## config.mk

```make
export PLATFORM = sky130hd
export DESIGN_NAME = fifo_rd_stream_flat
export DESIGN_NICKNAME = d
export VERILOG_FILES = /design/src/rtl/fifo_rd_stream_if.sv /design/src/rtl/fifo_rd_stream.sv /design/src/flat_wrapper.sv
export SDC_FILE = /design/constraint.sdc
export NUM_CORES = 1
export LEC_CHECK = 0
export BUFFER_PORTS_ARGS = -buffer_cell sky130_fd_sc_hd__buf_4
export CORE_MARGIN = 2
export CORE_UTILIZATION = 41
export CTS_CLUSTER_DIAMETER = 80
export DETAILED_ROUTE_END_ITERATION = 8
export PLACE_DENSITY_LB_ADDON = 0.05
export RECOVER_POWER = 100
export SLEW_MARGIN = 40
export SYNTH_ARGS = -nofsm -noshare
export SYNTH_HDL_FRONTEND = slang
export SYNTH_SLANG_ARGS = --single-unit
```

## constraint.sdc

```tcl
create_clock -name rclk -period 2.5 [get_ports rclk]
set_input_delay 0.75 -clock rclk [delete_from_list [all_inputs] [get_ports rclk]]
set_output_delay 0.75 -clock rclk [all_outputs]
set_load 0.01 [all_outputs]
```

## src/rtl/fifo_rd_stream_if.sv

```systemverilog
// Output word stream of the FIFO read-side drain engine: registered valid/ready
// with packet framing on m_last.
interface fifo_rd_stream_if #(
    parameter int FIFO_WIDTH = 8
);
    logic                  m_valid;
    logic                  m_ready;
    logic [FIFO_WIDTH-1:0] m_data;
    logic                  m_last;

    modport master (output m_valid, output m_data, output m_last, input m_ready);
    modport slave  (input m_valid, input m_data, input m_last, output m_ready);
endinterface

```

## src/rtl/fifo_rd_stream.sv

```systemverilog
// Read-domain drain engine: pops a show-ahead async FIFO into a 2-entry skid
// buffer and re-issues words as a framed valid/ready stream, with pause and flush.
module fifo_rd_stream #(
    parameter int FIFO_WIDTH = 8,
    parameter int PKT_LEN    = 16,
    parameter int CNT_WIDTH  = 16
) (
    input  logic                  rclk,
    input  logic                  rrst,
    input  logic                  rempty,
    input  logic [FIFO_WIDTH-1:0] rdata,
    output logic                  rinc,
    input  logic                  rd_en,
    input  logic                  flush,
    fifo_rd_stream_if.master      m_if,
    output logic                  busy,
    output logic [CNT_WIDTH-1:0]  word_cnt
);
    localparam int                BEAT_W   = (PKT_LEN > 1) ? $clog2(PKT_LEN) : 1;
    localparam logic [BEAT_W-1:0] BEAT_MAX = BEAT_W'(PKT_LEN - 1);

    typedef enum logic {ST_RUN, ST_FLUSH} state_e;

    typedef struct packed {
        logic [FIFO_WIDTH-1:0] data;
        logic                  last;
    } entry_t;

    state_e               state_q, state_d;
    logic [1:0]           cnt_q, cnt_d;
    logic [BEAT_W-1:0]    beat_q, beat_d;
    logic [CNT_WIDTH-1:0] word_cnt_q, word_cnt_d;
    entry_t               buf_q [2];
    entry_t               buf_d [2];
    logic                 valid;
    logic                 hs;
    logic                 push;
    logic                 wr_idx;

    // Outputs come only from registers; m_ready never reaches rinc.
    assign valid        = (cnt_q != 2'd0);
    assign hs           = valid & m_if.m_ready;
    assign m_if.m_valid = valid;
    assign m_if.m_data  = buf_q[0].data;
    assign m_if.m_last  = buf_q[0].last;
    assign busy         = (state_q == ST_FLUSH);
    assign word_cnt     = word_cnt_q;

    always_comb begin
        // NOTE: every output of this block gets a default first, so no path can infer a latch.
        state_d    = state_q;
        cnt_d      = cnt_q;
        beat_d     = beat_q;
        buf_d      = buf_q;
        word_cnt_d = word_cnt_q;
        rinc       = 1'b0;
        push       = 1'b0;
        wr_idx     = cnt_q[0] & ~hs;

        if (hs) begin
            word_cnt_d = word_cnt_q + CNT_WIDTH'(1);
        end

        case (state_q)
            ST_RUN: begin
                rinc = rd_en & ~rempty & (cnt_q != 2'd2);
                push = rinc & ~flush;
                if (flush) begin
                    // A word popped in this cycle is dropped along with the buffer.
                    state_d = ST_FLUSH;
                    cnt_d   = 2'd0;
                    beat_d  = '0;
                end else begin
                    if (hs) begin
                        buf_d[0] = buf_q[1];
                    end
                    if (push) begin
                        buf_d[wr_idx] = '{data: rdata, last: (beat_q == BEAT_MAX)};
                        beat_d        = (beat_q == BEAT_MAX) ? '0 : beat_q + BEAT_W'(1);
                    end
                    cnt_d = cnt_q + 2'(push) - 2'(hs);
                end
            end
            ST_FLUSH: begin
                rinc = ~rempty;
                if (rempty) begin
                    state_d = ST_RUN;
                end
            end
            default: state_d = ST_RUN;
        endcase

        if (rrst) begin
            rinc = 1'b0;
        end
    end

    // NOTE: state registers use non-blocking assignments so every flop samples pre-edge values.
    always_ff @(posedge rclk) begin
        if (rrst) begin
            state_q    <= ST_RUN;
            cnt_q      <= 2'd0;
            beat_q     <= '0;
            word_cnt_q <= '0;
            // NOTE: the skid entries are reset because the head entry drives m_data/m_last directly.
            buf_q[0]   <= '0;
            buf_q[1]   <= '0;
        end else begin
            state_q    <= state_d;
            cnt_q      <= cnt_d;
            beat_q     <= beat_d;
            word_cnt_q <= word_cnt_d;
            buf_q      <= buf_d;
        end
    end
endmodule

```

## src/flat_wrapper.sv

```systemverilog
// flat-port wrapper written by rule: the top's interface ports become plain ports
module fifo_rd_stream_flat 
#(
    parameter int FIFO_WIDTH = 8,
    parameter int PKT_LEN    = 16,
    parameter int CNT_WIDTH  = 16
)
  (rclk, rrst, rempty, rdata, rinc, rd_en, flush, busy, word_cnt, m_if_m_valid, m_if_m_data, m_if_m_last, m_if_m_ready);
  fifo_rd_stream_if #(.FIFO_WIDTH(FIFO_WIDTH)) m_if_i ();
  input  logic rclk;
  input  logic rrst;
  input  logic rempty;
  input  logic [FIFO_WIDTH-1:0] rdata;
  output logic rinc;
  input  logic rd_en;
  input  logic flush;
  output logic busy;
  output logic [CNT_WIDTH-1:0] word_cnt;
  output wire logic [$bits(m_if_i.m_valid)-1:0] m_if_m_valid;
  output wire logic [$bits(m_if_i.m_data)-1:0] m_if_m_data;
  output wire logic [$bits(m_if_i.m_last)-1:0] m_if_m_last;
  input wire logic [$bits(m_if_i.m_ready)-1:0] m_if_m_ready;
  assign m_if_m_valid = m_if_i.m_valid;
  assign m_if_m_data = m_if_i.m_data;
  assign m_if_m_last = m_if_i.m_last;
  assign m_if_i.m_ready = m_if_m_ready;
  fifo_rd_stream #(.FIFO_WIDTH(FIFO_WIDTH), .PKT_LEN(PKT_LEN), .CNT_WIDTH(CNT_WIDTH)) u_core (.rclk(rclk), .rrst(rrst), .rempty(rempty), .rdata(rdata), .rinc(rinc), .rd_en(rd_en), .flush(flush), .m_if(m_if_i), .busy(busy), .word_cnt(word_cnt));
endmodule
```

==> results.cfg <==
[run_status]
status = finished clean

[setup_path]
critPathLaunchType = input port
crit_slowest_cell = clkbuf_1
crit_path_end_kind = output pin
critPathKind = in -> out
path_buf_inv = 2
max_stage_delay_ps = 170
reg2reg_slack_ps = 560
cp_max_fo = 3
crit_chain = buf_4, nor2b_1, nand2_1, a21oi_1, clkbuf_1
required_ps = 1750
critPathTopFamily = buffers and inverters
arrival_ps = 1420

[synthesis]
ys_async_sr_fraction_pct = 0
yosys_warnings = 0
synthCells = 235
ys_seq_elements = 41
synth_area_sq_um = 2040
synth_flop_cell = dfxtp_1
syn_nets = 254
synthDistinctLibCells = 41
synth_top_cell_by_area = dfxtp_1
synth_top_area_share_pct = 40.2
netlist_top_cells_area = dfxtp_1 40%, a21oi_1 7.1%, mux2i_1 4.4%
synth.most_common_cell = dfxtp_1
avgSynthCellArea_sq_um = 8.69
synth_commonest_cells = 41 x dfxtp_1, 29 x a21oi_1, 21 x nor2_1
ys_seq_area_share_pct = 40.2
synth_edf_count = 0

[floorplanning]
row_count = 25
die_h_microns = 74.6
io-pin-count = 42
dieArea_sq_um = 5560
start_util_pct = 42.9
die_w_microns = 74.6
core_area_sq_um = 4750

[place]
placed_cells = 328
place.gp.congestion = 0.724
portBuffers = 41
place_area_sq_um = 2360
dp_slack_ps = 379
hpwl_microns = 3040

[grt]
met1_usage_pct = 26.9
grt_pass1_vias = 1461
grt.met3_usage_pct = 2.98
grt_max_degree = 44
antenna_found_initial = 0
grt_usage_pct = 17.0
overflow = 0
use_met2_pct = 22.9
top_usage_layer = met1
grt_first_pass_wirelength_microns = 7250

[clock_network]
cts_sinks = 41
cts_resized = 0
cts_tree = done
clock_latency_ps = 290
ctsHoldBuffers = 0
cts-root-buf = clkbuf_8
htreeDepth = 2
cts_inserted_buffers = 5
path_clk_slew_ps = 80
cts_setup_buffers = 0
cts_buffer_depth = 2

[cells_and_area]
final_util_pct = 49.4
final_area_sq_um = 2350
fin_nets = 287
stdcell_count = 336
layout-drive-gt1-share_pct = 13.8
regArea_sq_um = 821
diodes = 0
area_delta_synth_final_pct = 15.0
nFillCells = 525
multiInputGateArea_sq_um = 1050

[timing]
hold_violations = 0
setup_ws_ps = 332
final.min_clock_period_ps = 2170
finalSetupViolCount = 0
holdWs_ps = 454
fin_tns_setup_ps = 0
max-slew-margin-rel_pct = 37.9
max_clock_freq_mhz = 461
final.setup_skew_ps = 6.62
rsz0062_at_grt = no
finalCritPeriodShare_pct = 86.7
tightest_slew_ps = 932
final_max_slew_viol_count = 0

[drt]
wl_per_cell_microns = 13.0
viasPerCell = 5.07
totalWireLength_microns = 4360
vias = 1705
detail-route-antenna-nets = 0
route.detailed.drc = 0
firstDrtPassIters = 4
drt_iter0_drc = 68

[pwr]
power_mw = 1.34
pwr_density_cell_nw_per_um2 = 570
peakVddDrop_v = 0.000314
leakagePower_nw = 0.913

[min_path]
hold_class = reg -> reg

[job]
cap_violations = 0
tightest hold or removal path, delay by kind of cell, from the launching register on:
kind	cells	cell delay, ps
flip-flops	1	310
AND/OR/NAND/NOR	1	50
AO/OA/AOI/OAI	1	50
placed cells by master (no fill, tap or decap), types with 9 or more instances in the layout:
cell      instances
a21oi_1          29
buf_4            18
clkbuf_1         30
dfxtp_1          41
mux2i_1           9
nand2_1          17
nand3_1          16
nor2_1           21
xor2_1           10
kinds of logic (layout without fill, tap and decap cells):
group / Yosys count / after routing / share of synthesized area, %
XOR/XNOR: 12 / 12 / 5.15
buffers and inverters: 28 / 62 / 7.60
multiplexers: 11 / 11 / 5.51
AND/OR/NAND/NOR: 86 / 86 / 21.8
adder cells (fa/ha/maj): 5 / 5 / 3.06
AO/OA/AOI/OAI: 52 / 52 / 16.7
flip-flops: 41 / 41 / 40.2
final cells by class:
class | count | area share (%)
Inverter | 6 | 1.07
Clock inverter | 1 | 1.28
Timing Repair Buffer | 48 | 10.6
Sequential cell | 41 | 34.9
Clock buffer | 7 | 3.68
Tap cell | 67 | 3.57
Multi-Input combinational cell | 166 | 44.9
routing by layer:
metal	vias to the layer above	share of wire, %	routed length [microns]
met1	771	54	2340
met5	-	0	0
met4	0	1.0	44
met2	51	40	1730
li1	878	-	-
met3	5	5.3	232
report_power, final:
| group | switching (mW) | internal (mW) | total, mW |
|---|---|---|---|
| Clock | 0.226 | 0.326 | 0.552 |
| Sequential | 0.0102 | 0.664 | 0.674 |
| Combinational | 0.0673 | 0.0463 | 0.114 |
final timing paths:
path / from / end / cells after the start
worst max-delay path: rempty / rinc / 5
worst min-delay path: flip-flop / flip-flop / 2
worst max register to register: u_core.cnt_q[0] / flip-flop / 7
worst min register to register: flip-flop / flip-flop / 2
Note: power is estimated with default switching activity, not from simulation.
